--- config.mk ---
export PLATFORM = sky130hd
export DESIGN_NAME = text_cursor_feeder_flat
export DESIGN_NICKNAME = d
export VERILOG_FILES = /design/src/rtl/text_cursor_feeder_pkg.sv /design/src/rtl/text_cursor_feeder_if.sv /design/src/rtl/text_cursor_feeder_glyph_mapper.sv /design/src/rtl/text_cursor_feeder.sv /design/src/flat_wrapper.sv
export SDC_FILE = /design/constraint.sdc
export NUM_CORES = 1
export LEC_CHECK = 0
export BUFFER_PORTS_ARGS = -buffer_cell sky130_fd_sc_hd__buf_2
export CORE_UTILIZATION = 56
export CTS_CLUSTER_SIZE = 30
export DETAILED_ROUTE_END_ITERATION = 12
export GPL_TIMING_DRIVEN = 0
export PLACE_DENSITY = 0.77
export SLEW_MARGIN = 10
export SYNTH_ARGS = -nofsm -noshare
export SYNTH_HDL_FRONTEND = slang
export SYNTH_SLANG_ARGS = --single-unit
export TNS_END_PERCENT = 30
--- constraint.sdc ---
create_clock -name clk -period 4.2 [get_ports clk]
set_input_delay 0 -clock clk [delete_from_list [all_inputs] [get_ports clk]]
set_output_delay 0 -clock clk [all_outputs]
set_load 0.05 [all_outputs]
--- src/rtl/text_cursor_feeder_pkg.sv ---
// Shared constants and types for the text cursor feeder and its glyph mapper.
package text_feeder_pkg;

  localparam logic [7:0] CH_BS  = 8'h08;
  localparam logic [7:0] CH_LF  = 8'h0A;
  localparam logic [7:0] CH_CLR = 8'hFF;
  localparam logic [7:0] CH_SP  = 8'h20;

  localparam logic [7:0] CH_DIGIT_LO = 8'h30;
  localparam logic [7:0] CH_DIGIT_HI = 8'h39;
  localparam logic [7:0] CH_UPPER_LO = 8'h41;
  localparam logic [7:0] CH_UPPER_HI = 8'h5A;
  localparam logic [7:0] CH_LOWER_LO = 8'h61;
  localparam logic [7:0] CH_LOWER_HI = 8'h7A;
  localparam logic [7:0] CH_EXT_LO   = 8'h80;
  localparam logic [7:0] CH_EXT_HI   = 8'hBD;

  localparam logic [7:0] G_DIGIT_BASE = 8'd0;
  localparam logic [7:0] G_UPPER_BASE = 8'd10;
  localparam logic [7:0] G_LOWER_BASE = 8'd36;
  localparam logic [7:0] G_EXT_BASE   = 8'd62;

  typedef enum logic [1:0] {S_IDLE, S_CLEAR, S_FULL} state_t;

  function automatic logic in_range(input logic [7:0] c, input logic [7:0] lo,
                                    input logic [7:0] hi);
    return (c >= lo) && (c <= hi);
  endfunction

endpackage

--- src/rtl/text_cursor_feeder_if.sv ---
// Character input handshake: producer drives valid/char, feeder returns ready.
interface text_cursor_feeder_if;
  logic       in_valid;
  logic [7:0] in_char;
  logic       in_ready;

  modport master (output in_valid, output in_char, input in_ready);
  modport slave  (input in_valid, input in_char, output in_ready);
endinterface

--- src/rtl/text_cursor_feeder_glyph_mapper.sv ---
// Combinational character-code to glyph-index map, shared with the display front end.
module glyph_mapper
  import text_feeder_pkg::*;
#(
  parameter logic [7:0] BLANK_GLYPH   = 8'hFE,
  parameter logic [7:0] UNKNOWN_GLYPH = 8'h80
) (
  input  logic [7:0] char_i,
  output logic [7:0] glyph_o
);

  always_comb begin
    glyph_o = UNKNOWN_GLYPH;
    if (in_range(char_i, CH_DIGIT_LO, CH_DIGIT_HI))
      glyph_o = char_i - CH_DIGIT_LO + G_DIGIT_BASE;
    else if (in_range(char_i, CH_UPPER_LO, CH_UPPER_HI))
      glyph_o = char_i - CH_UPPER_LO + G_UPPER_BASE;
    else if (in_range(char_i, CH_LOWER_LO, CH_LOWER_HI))
      glyph_o = char_i - CH_LOWER_LO + G_LOWER_BASE;
    else if (in_range(char_i, CH_EXT_LO, CH_EXT_HI))
      glyph_o = char_i - CH_EXT_LO + G_EXT_BASE;
    else if (char_i == CH_SP)
      glyph_o = BLANK_GLYPH;
  end

endmodule

--- src/rtl/text_cursor_feeder.sv ---
// Character feeder: maps accepted codes to glyphs, writes them into a ROWS x COLS
// character RAM at the cursor, and handles backspace, newline and a clear sweep.
module text_cursor_feeder
  import text_feeder_pkg::*;
#(
  parameter int          COLS           = 20,
  parameter int          ROWS           = 7,
  parameter int          WRAP_MODE      = 0,
  parameter int          CLEAR_ON_RESET = 1,
  parameter logic [7:0]  BLANK_GLYPH    = 8'hFE,
  parameter logic [7:0]  UNKNOWN_GLYPH  = 8'h80,
  localparam int         CW_R           = (ROWS > 1) ? $clog2(ROWS) : 1,
  localparam int         CW_C           = (COLS > 1) ? $clog2(COLS) : 1
) (
  input  logic                clk,
  input  logic                reset_n,
  text_cursor_feeder_if.slave in_if,
  output logic                wr_en,
  output logic [CW_R-1:0]     wr_row,
  output logic [CW_C-1:0]     wr_col,
  output logic [7:0]          wr_glyph,
  output logic [CW_R-1:0]     cur_row,
  output logic [CW_C-1:0]     cur_col,
  output logic                screen_full,
  output logic                dropped,
  output logic                clear_done
);

  localparam logic [CW_R-1:0] LAST_ROW = CW_R'(ROWS - 1);
  localparam logic [CW_C-1:0] LAST_COL = CW_C'(COLS - 1);
  localparam logic [CW_R-1:0] ONE_R    = CW_R'(1);
  localparam logic [CW_C-1:0] ONE_C    = CW_C'(1);

  state_t            state_q, state_d;
  logic [CW_R-1:0]   cur_row_q, cur_row_d, sw_row_q, sw_row_d, wr_row_q, wr_row_d;
  logic [CW_C-1:0]   cur_col_q, cur_col_d, sw_col_q, sw_col_d, wr_col_q, wr_col_d;
  logic [7:0]        wr_glyph_q, wr_glyph_d, map_glyph;
  logic              wr_en_q, wr_en_d, full_q, full_d, drop_q, drop_d;
  logic              done_q, done_d, in_ready_q, in_ready_d;
  logic              xfer, at_last_row, at_last_col, eos;

  glyph_mapper #(.BLANK_GLYPH(BLANK_GLYPH), .UNKNOWN_GLYPH(UNKNOWN_GLYPH)) u_map (
    .char_i (in_if.in_char),
    .glyph_o(map_glyph)
  );

  assign xfer        = in_if.in_valid && in_ready_q;
  assign at_last_row = (cur_row_q == LAST_ROW);
  assign at_last_col = (cur_col_q == LAST_COL);

  always_comb begin
    state_d    = state_q;
    cur_row_d  = cur_row_q;
    cur_col_d  = cur_col_q;
    sw_row_d   = sw_row_q;
    sw_col_d   = sw_col_q;
    wr_en_d    = 1'b0;
    wr_row_d   = wr_row_q;
    wr_col_d   = wr_col_q;
    wr_glyph_d = wr_glyph_q;
    full_d     = 1'b0;
    drop_d     = 1'b0;
    done_d     = 1'b0;
    eos        = 1'b0;
    case (state_q)
      S_CLEAR: begin
        wr_en_d    = 1'b1;
        wr_row_d   = sw_row_q;
        wr_col_d   = sw_col_q;
        wr_glyph_d = BLANK_GLYPH;
        if (sw_col_q == LAST_COL) begin
          sw_col_d = '0;
          if (sw_row_q == LAST_ROW) begin
            sw_row_d  = '0;
            done_d    = 1'b1;
            state_d   = S_IDLE;
            cur_row_d = '0;
            cur_col_d = '0;
          end else begin
            sw_row_d = sw_row_q + ONE_R;
          end
        end else begin
          sw_col_d = sw_col_q + ONE_C;
        end
      end
      S_FULL: begin
        if (xfer) begin
          if (in_if.in_char == CH_CLR) begin
            state_d  = S_CLEAR;
            sw_row_d = '0;
            sw_col_d = '0;
          end else if (in_if.in_char == CH_BS) begin
            // Cursor stays parked on the last cell so the next char overwrites it.
            wr_en_d    = 1'b1;
            wr_row_d   = LAST_ROW;
            wr_col_d   = LAST_COL;
            wr_glyph_d = BLANK_GLYPH;
            state_d    = S_IDLE;
          end else begin
            drop_d = 1'b1;
          end
        end
      end
      default: begin
        if (xfer) begin
          case (in_if.in_char)
            CH_CLR: begin
              state_d  = S_CLEAR;
              sw_row_d = '0;
              sw_col_d = '0;
            end
            CH_LF: begin
              if (at_last_row) begin
                eos = 1'b1;
              end else begin
                cur_col_d = '0;
                cur_row_d = cur_row_q + ONE_R;
              end
            end
            CH_BS: begin
              if ((cur_row_q != '0) || (cur_col_q != '0)) begin
                if (cur_col_q == '0) begin
                  cur_row_d = cur_row_q - ONE_R;
                  cur_col_d = LAST_COL;
                end else begin
                  cur_col_d = cur_col_q - ONE_C;
                end
                wr_en_d    = 1'b1;
                wr_row_d   = cur_row_d;
                wr_col_d   = cur_col_d;
                wr_glyph_d = BLANK_GLYPH;
              end
            end
            default: begin
              wr_en_d    = 1'b1;
              wr_row_d   = cur_row_q;
              wr_col_d   = cur_col_q;
              wr_glyph_d = map_glyph;
              if (at_last_col && at_last_row) begin
                eos = 1'b1;
              end else if (at_last_col) begin
                cur_col_d = '0;
                cur_row_d = cur_row_q + ONE_R;
              end else begin
                cur_col_d = cur_col_q + ONE_C;
              end
            end
          endcase
        end
      end
    endcase
    if (eos) begin
      full_d = 1'b1;
      if (WRAP_MODE == 0) begin
        cur_row_d = '0;
        cur_col_d = '0;
      end else begin
        cur_row_d = LAST_ROW;
        cur_col_d = LAST_COL;
        state_d   = S_FULL;
      end
    end
    // Ready stays low for one cycle after a sweep so clear_done is seen before new input.
    in_ready_d = (state_d != S_CLEAR) && (state_q != S_CLEAR);
  end

  always_ff @(posedge clk or negedge reset_n) begin
    if (!reset_n) begin
      state_q    <= (CLEAR_ON_RESET != 0) ? S_CLEAR : S_IDLE;
      cur_row_q  <= '0;
      cur_col_q  <= '0;
      sw_row_q   <= '0;
      sw_col_q   <= '0;
      wr_en_q    <= 1'b0;
      wr_row_q   <= '0;
      wr_col_q   <= '0;
      wr_glyph_q <= '0;
      full_q     <= 1'b0;
      drop_q     <= 1'b0;
      done_q     <= 1'b0;
      in_ready_q <= 1'b0;
    end else begin
      state_q    <= state_d;
      cur_row_q  <= cur_row_d;
      cur_col_q  <= cur_col_d;
      sw_row_q   <= sw_row_d;
      sw_col_q   <= sw_col_d;
      wr_en_q    <= wr_en_d;
      wr_row_q   <= wr_row_d;
      wr_col_q   <= wr_col_d;
      wr_glyph_q <= wr_glyph_d;
      full_q     <= full_d;
      drop_q     <= drop_d;
      done_q     <= done_d;
      in_ready_q <= in_ready_d;
    end
  end

  assign in_if.in_ready = in_ready_q;
  assign wr_en          = wr_en_q;
  assign wr_row         = wr_row_q;
  assign wr_col         = wr_col_q;
  assign wr_glyph       = wr_glyph_q;
  assign cur_row        = cur_row_q;
  assign cur_col        = cur_col_q;
  assign screen_full    = full_q;
  assign dropped        = drop_q;
  assign clear_done     = done_q;

endmodule

--- src/flat_wrapper.sv ---
// flat-port wrapper written by rule: the top's interface ports become plain ports
module text_cursor_feeder_flat import text_feeder_pkg::*;
#(
  parameter int          COLS           = 20,
  parameter int          ROWS           = 7,
  parameter int          WRAP_MODE      = 0,
  parameter int          CLEAR_ON_RESET = 1,
  parameter logic [7:0]  BLANK_GLYPH    = 8'hFE,
  parameter logic [7:0]  UNKNOWN_GLYPH  = 8'h80,
  localparam int         CW_R           = (ROWS > 1) ? $clog2(ROWS) : 1,
  localparam int         CW_C           = (COLS > 1) ? $clog2(COLS) : 1
)
  (clk, reset_n, wr_en, wr_row, wr_col, wr_glyph, cur_row, cur_col, screen_full, dropped, clear_done, in_if_in_valid, in_if_in_char, in_if_in_ready);
  text_cursor_feeder_if in_if_i ();
  input  logic clk;
  input  logic reset_n;
  output logic wr_en;
  output logic [CW_R-1:0] wr_row;
  output logic [CW_C-1:0] wr_col;
  output logic [7:0] wr_glyph;
  output logic [CW_R-1:0] cur_row;
  output logic [CW_C-1:0] cur_col;
  output logic screen_full;
  output logic dropped;
  output logic clear_done;
  input wire logic [$bits(in_if_i.in_valid)-1:0] in_if_in_valid;
  input wire logic [$bits(in_if_i.in_char)-1:0] in_if_in_char;
  output wire logic [$bits(in_if_i.in_ready)-1:0] in_if_in_ready;
  assign in_if_i.in_valid = in_if_in_valid;
  assign in_if_i.in_char = in_if_in_char;
  assign in_if_in_ready = in_if_i.in_ready;
  text_cursor_feeder #(.COLS(COLS), .ROWS(ROWS), .WRAP_MODE(WRAP_MODE), .CLEAR_ON_RESET(CLEAR_ON_RESET), .BLANK_GLYPH(BLANK_GLYPH), .UNKNOWN_GLYPH(UNKNOWN_GLYPH)) u_core (.clk(clk), .reset_n(reset_n), .in_if(in_if_i), .wr_en(wr_en), .wr_row(wr_row), .wr_col(wr_col), .wr_glyph(wr_glyph), .cur_row(cur_row), .cur_col(cur_col), .screen_full(screen_full), .dropped(dropped), .clear_done(clear_done));
endmodule
==> flow_summary.json <==
{
  "power-per-cell-area_nw_per_um2": 563.5,
  "place_hpwl_um": 7033,
  "synth_xor_area_share_pct": 2.089,
  "hold_class": "primary input to flop",
  "final_cell_mix": "buf_2 (40), dfrtp_1 (38), a21oi_1 (29)",
  "h-tree-depth": 2,
  "wl_um": 9406,
  "max-vdd-ir-drop_mv": 0.3796,
  "global_route.overflow_total": 0,
  "cap_violations": 0,
  "leakage_power_nw": 1.609,
  "cts.reportedPaths.clkPinSlew_ns": 0.09,
  "post_synth.cell_area_avg_um2": 8.579,
  "grt_first_pass_wirelength_um": 15500,
  "cell_depth_of_the_worst_flop_to_flop_path": 8,
  "worstReg2RegEnd": "u_core.cur_col[1]$_DFFE_PN0P_",
  "rsz0062_at_grt": "no",
  "portBuffers": 38,
  "setup_viol_count_final": 0,
  "grt_use_total_pct": 31.80,
  "timing.setup.critical_path_class": "flop to flop",
  "fp-row-count": 27,
  "hold-path-endpoint": "u_core.dropped$_DFF_PN0_",
  "max_stage_delay_ns": 0.99,
  "mostFrequentLayoutCell": "buf_2",
  "simple_gate_area_share_of_the_yosys_netlist_pct": 22.90,
  "synth_compound_gate_area_share_pct": 26.45,
  "hold_vio_cnt_final": 0,
  "detail_route.vias_per_cell": 6.525,
  "coreArea_um2": 5642,
  "floorplan.initialDensity_pct": 59.46,
  "ys_dominant_reg_cell": "dfrtp_1",
  "crit_path_top_delay_cell": "a311oi_1",
  "gp_congestion": 0.9686,
  "timing.critical_path.arrival_ns": 3.20,
  "grt_antenna_before_repair": 0,
  "final_slew_violations": 0,
  "syn_std_cell_area_um2": 3354,
  "min_period_ns": 2.974,
  "num_vias": 3328,
  "syn_nets": 426,
  "number_of_enable_type_register_cells_in_the_synthesized_netlist": 0,
  "synth_top_family_by_area": "compound AO/OA/AOI/OAI gates",
  "clk_path_buf_depth": 2,
  "drt_iter0_markers": 235,
  "drive_gt1_share_pct": 17.81,
  "post-route-util_pct": 66.25,
  "critical_path.max_fanout": 9,
  "die_outline_area_um2": 6304,
  "synth_top_area_share_pct": 28.35,
  "timing.critical_path.required_ns": 4.43,
  "first_global_vias": 3172,
  "critical_path.n_buffers_inverters": 2,
  "holdCritStartpoint": "in_if_in_valid",
  "cells_traversed_along_the_worst_timing_path": "inv_1 -> ha_1 -> clkbuf_1 -> nand3_1 -> nor3_1 -> a311oi_1 -> o21ai_0 -> mux2i_1",
  "worst_r2r_startpoint": "u_core.state_q[0]$_DFF_PN1_",
  "crit_path_start_kind": "flop",
  "grt_start_max_net_pins": 40,
  "outcome": "completed",
  "clock_sinks": 39,
  "routedWlPerCell_um": 18.44,
  "slew_headroom_pct": 18.08,
  "cts_bufs_inserted": 5,
  "critical-path-top-delay-family": "compound AO/OA/AOI/OAI gates",
  "synth.largest_area_cell": "dfrtp_1",
  "timing.critical_path.to_type": "flop",
  "synthToLayoutAreaGrowth_pct": 11.41,
  "synth_sequential_area_ratio_pct": 29.13,
  "hold_path_depth": 3,
  "synth.yosys.warnings": 0,
  "final_nets": 472,
  "io_pins": 40,
  "skew_ns": 0.008042,
  "min_period_over_period_pct": 70.81,
  "report.power.total_mw": 2.106,
  "drc_errors": 0,
  "fp.dieH_um": 79.40,
  "r2r_slack_ns": 1.23,
  "antenna_cells_inserted": 0,
  "setup-tns-final_ns": 0,
  "detail_route.first_pass.iterations": 5,
  "timing_worst_slew_pin_value_ns": 1.221,
  "yosys.cell_types.count": 72,
  "fmax_mhz": 336.2,
  "adder_cell_fraction_of_synth_area_pct": 8.952,
  "synth.area.top_cells": "dfrtp_1 (28%), ha_1 (9.0%), a21oi_1 (4.3%), o21ai_0 (4.0%), nand2_1 (3.0%)",
  "die_width_um": 79.40,
  "clock_tree.root_cell": "clkbuf_8",
  "cts_tree": "built",
  "worstSkewPairLatency_ns": 0.30,
  "cell_count_after_synthesis": 391,
  "synth.mux.area_fraction_pct": 4.140,
  "synth-seq-cells": 39,
  "antenna_violating_nets_post_route": 0,
  "async_flop_share_pct": 100.0
}
[sequential cells by signal, summed over array words and instances, names as in the netlist]
name,flops
u_core.cur_row,3
u_core.dropped,1
u_core.wr_col,5
u_core.wr_glyph,8
u_core.state_q,2
u_core.in_if.in_ready,1
u_core.wr_row,3
u_core.clear_done,1
u_core.sw_row_q,3
u_core.cur_col,5
u_core.screen_full,1
u_core.wr_en,1
u_core.sw_col_q,5
[worst register-to-register path, cell delays in order, from the launching register on]
cell and delay [ns]:
dfstp_2 0.56, inv_1 0.04, ha_1 0.27, clkbuf_1 0.19, nand3_1 0.25, nor3_1 0.10, a311oi_1 0.99, o21ai_0 0.29
mux2i_1 0.21
[where the power goes]
part,total (mW),internal (mW),switching (mW)
sequential,0.662,0.509,0.154
combinational,1.17,0.386,0.783
clock,0.274,0.119,0.155
[how the worst max path moves through the flow]
stage / startpoint / to / slack [ns] / cells past startpoint
3_3_place_gp: u_core.cur_col[0]$_DFFE_PN0P_ / u_core.wr_row[1]$_DFFE_PN0P_ / 1.33 / 8
5_1_grt: u_core.cur_col[0]$_DFFE_PN0P_ / u_core.wr_row[0]$_DFFE_PN0P_ / 1.03 / 10
2_1_floorplan: u_core.cur_col[0]$_DFFE_PN0P_ / u_core.wr_glyph[3]$_DFFE_PN0P_ / 1.58 / 9
6_report: u_core.state_q[0]$_DFF_PN1_ / u_core.cur_col[1]$_DFFE_PN0P_ / 1.23 / 8
4_1_cts: u_core.cur_col[0]$_DFFE_PN0P_ / u_core.wr_row[1]$_DFFE_PN0P_ / 1.29 / 8
3_5_place_dp: u_core.cur_col[0]$_DFFE_PN0P_ / u_core.wr_row[1]$_DFFE_PN0P_ / 1.30 / 8
[routing by layer]
| metal | global-route usage, % | up-vias | share of wire, % |
|---|---|---|---|
| met5 | 0 | - | 0 |
| met4 | 13.09 | 0 | 2.6 |
| met3 | 5.486 | 22 | 7.5 |
| met2 | 49.22 | 151 | 45 |
| met1 | 43.72 | 1601 | 45 |
| li1 | - | 1554 | - |
[final cells by class]
cell class	count	area, um2
clock buffer	5	68.82
inverter	22	82.58
buffer	25	130.1
timing repair buffer	39	200.2
sequential	39	977.2
clock inverter	3	23.77
fill	477	1904
tap	72	90.09
multi-input combinational	305	2165
[cells in the mapped netlist, drive strengths merged (3+ instances only)]
| cell | n |
|---|---|
| dfrtp | 38 |
| a21oi | 30 |
| nand2 | 27 |
| o21ai | 27 |
| nor2 | 25 |
| ha | 24 |
| inv | 22 |
| clkbuf | 17 |
| nand3 | 17 |
| a31oi | 14 |
| nor3 | 11 |
| and2 | 9 |
| buf | 8 |
| mux2 | 8 |
| xnor2 | 8 |
| a211oi | 6 |
| and3 | 6 |
| nand4 | 6 |
| o211ai | 6 |
| o221ai | 5 |
| o22ai | 5 |
| o32a | 5 |
| nand2b | 4 |
| nand4b | 4 |
| a21o | 3 |
| a22o | 3 |
| mux2i | 3 |
| nor4b | 3 |
| o21a | 3 |
| o31ai | 3 |
[logic make-up (layout without fill, tap and decap cells)]
| kind of cell | Yosys count | count (layout) |
|---|---|---|
| compound gates | 132 | 132 |
| simple gates | 130 | 130 |
| buf+inv | 47 | 94 |
| flops | 39 | 39 |
| fa+ha+maj | 24 | 24 |
| mux | 11 | 11 |
| xor+xnor | 8 | 8 |
[through the flow]
stage                     hold slack (ns)  setup WS (ns)  instance area [um2]  instances
after floorplan                   -0.2956          1.585                 3354        391
after global placement             0.1397          1.331                 3635        501
after detailed placement           0.1752          1.297                 3635        501
after CTS                         0.09651          1.289                 3737        510
after global routing               0.1221          1.026                 3737        510
final                              0.1163          1.226                 3737        510
[timing repair]
action,in CTS,in global routing
endpoints found under the hold margin,38,0
setup buffers,0,0
hold buffers,1,0
gates resized for setup,0,0
No activity file was read; power rests on OpenSTA's default activity.
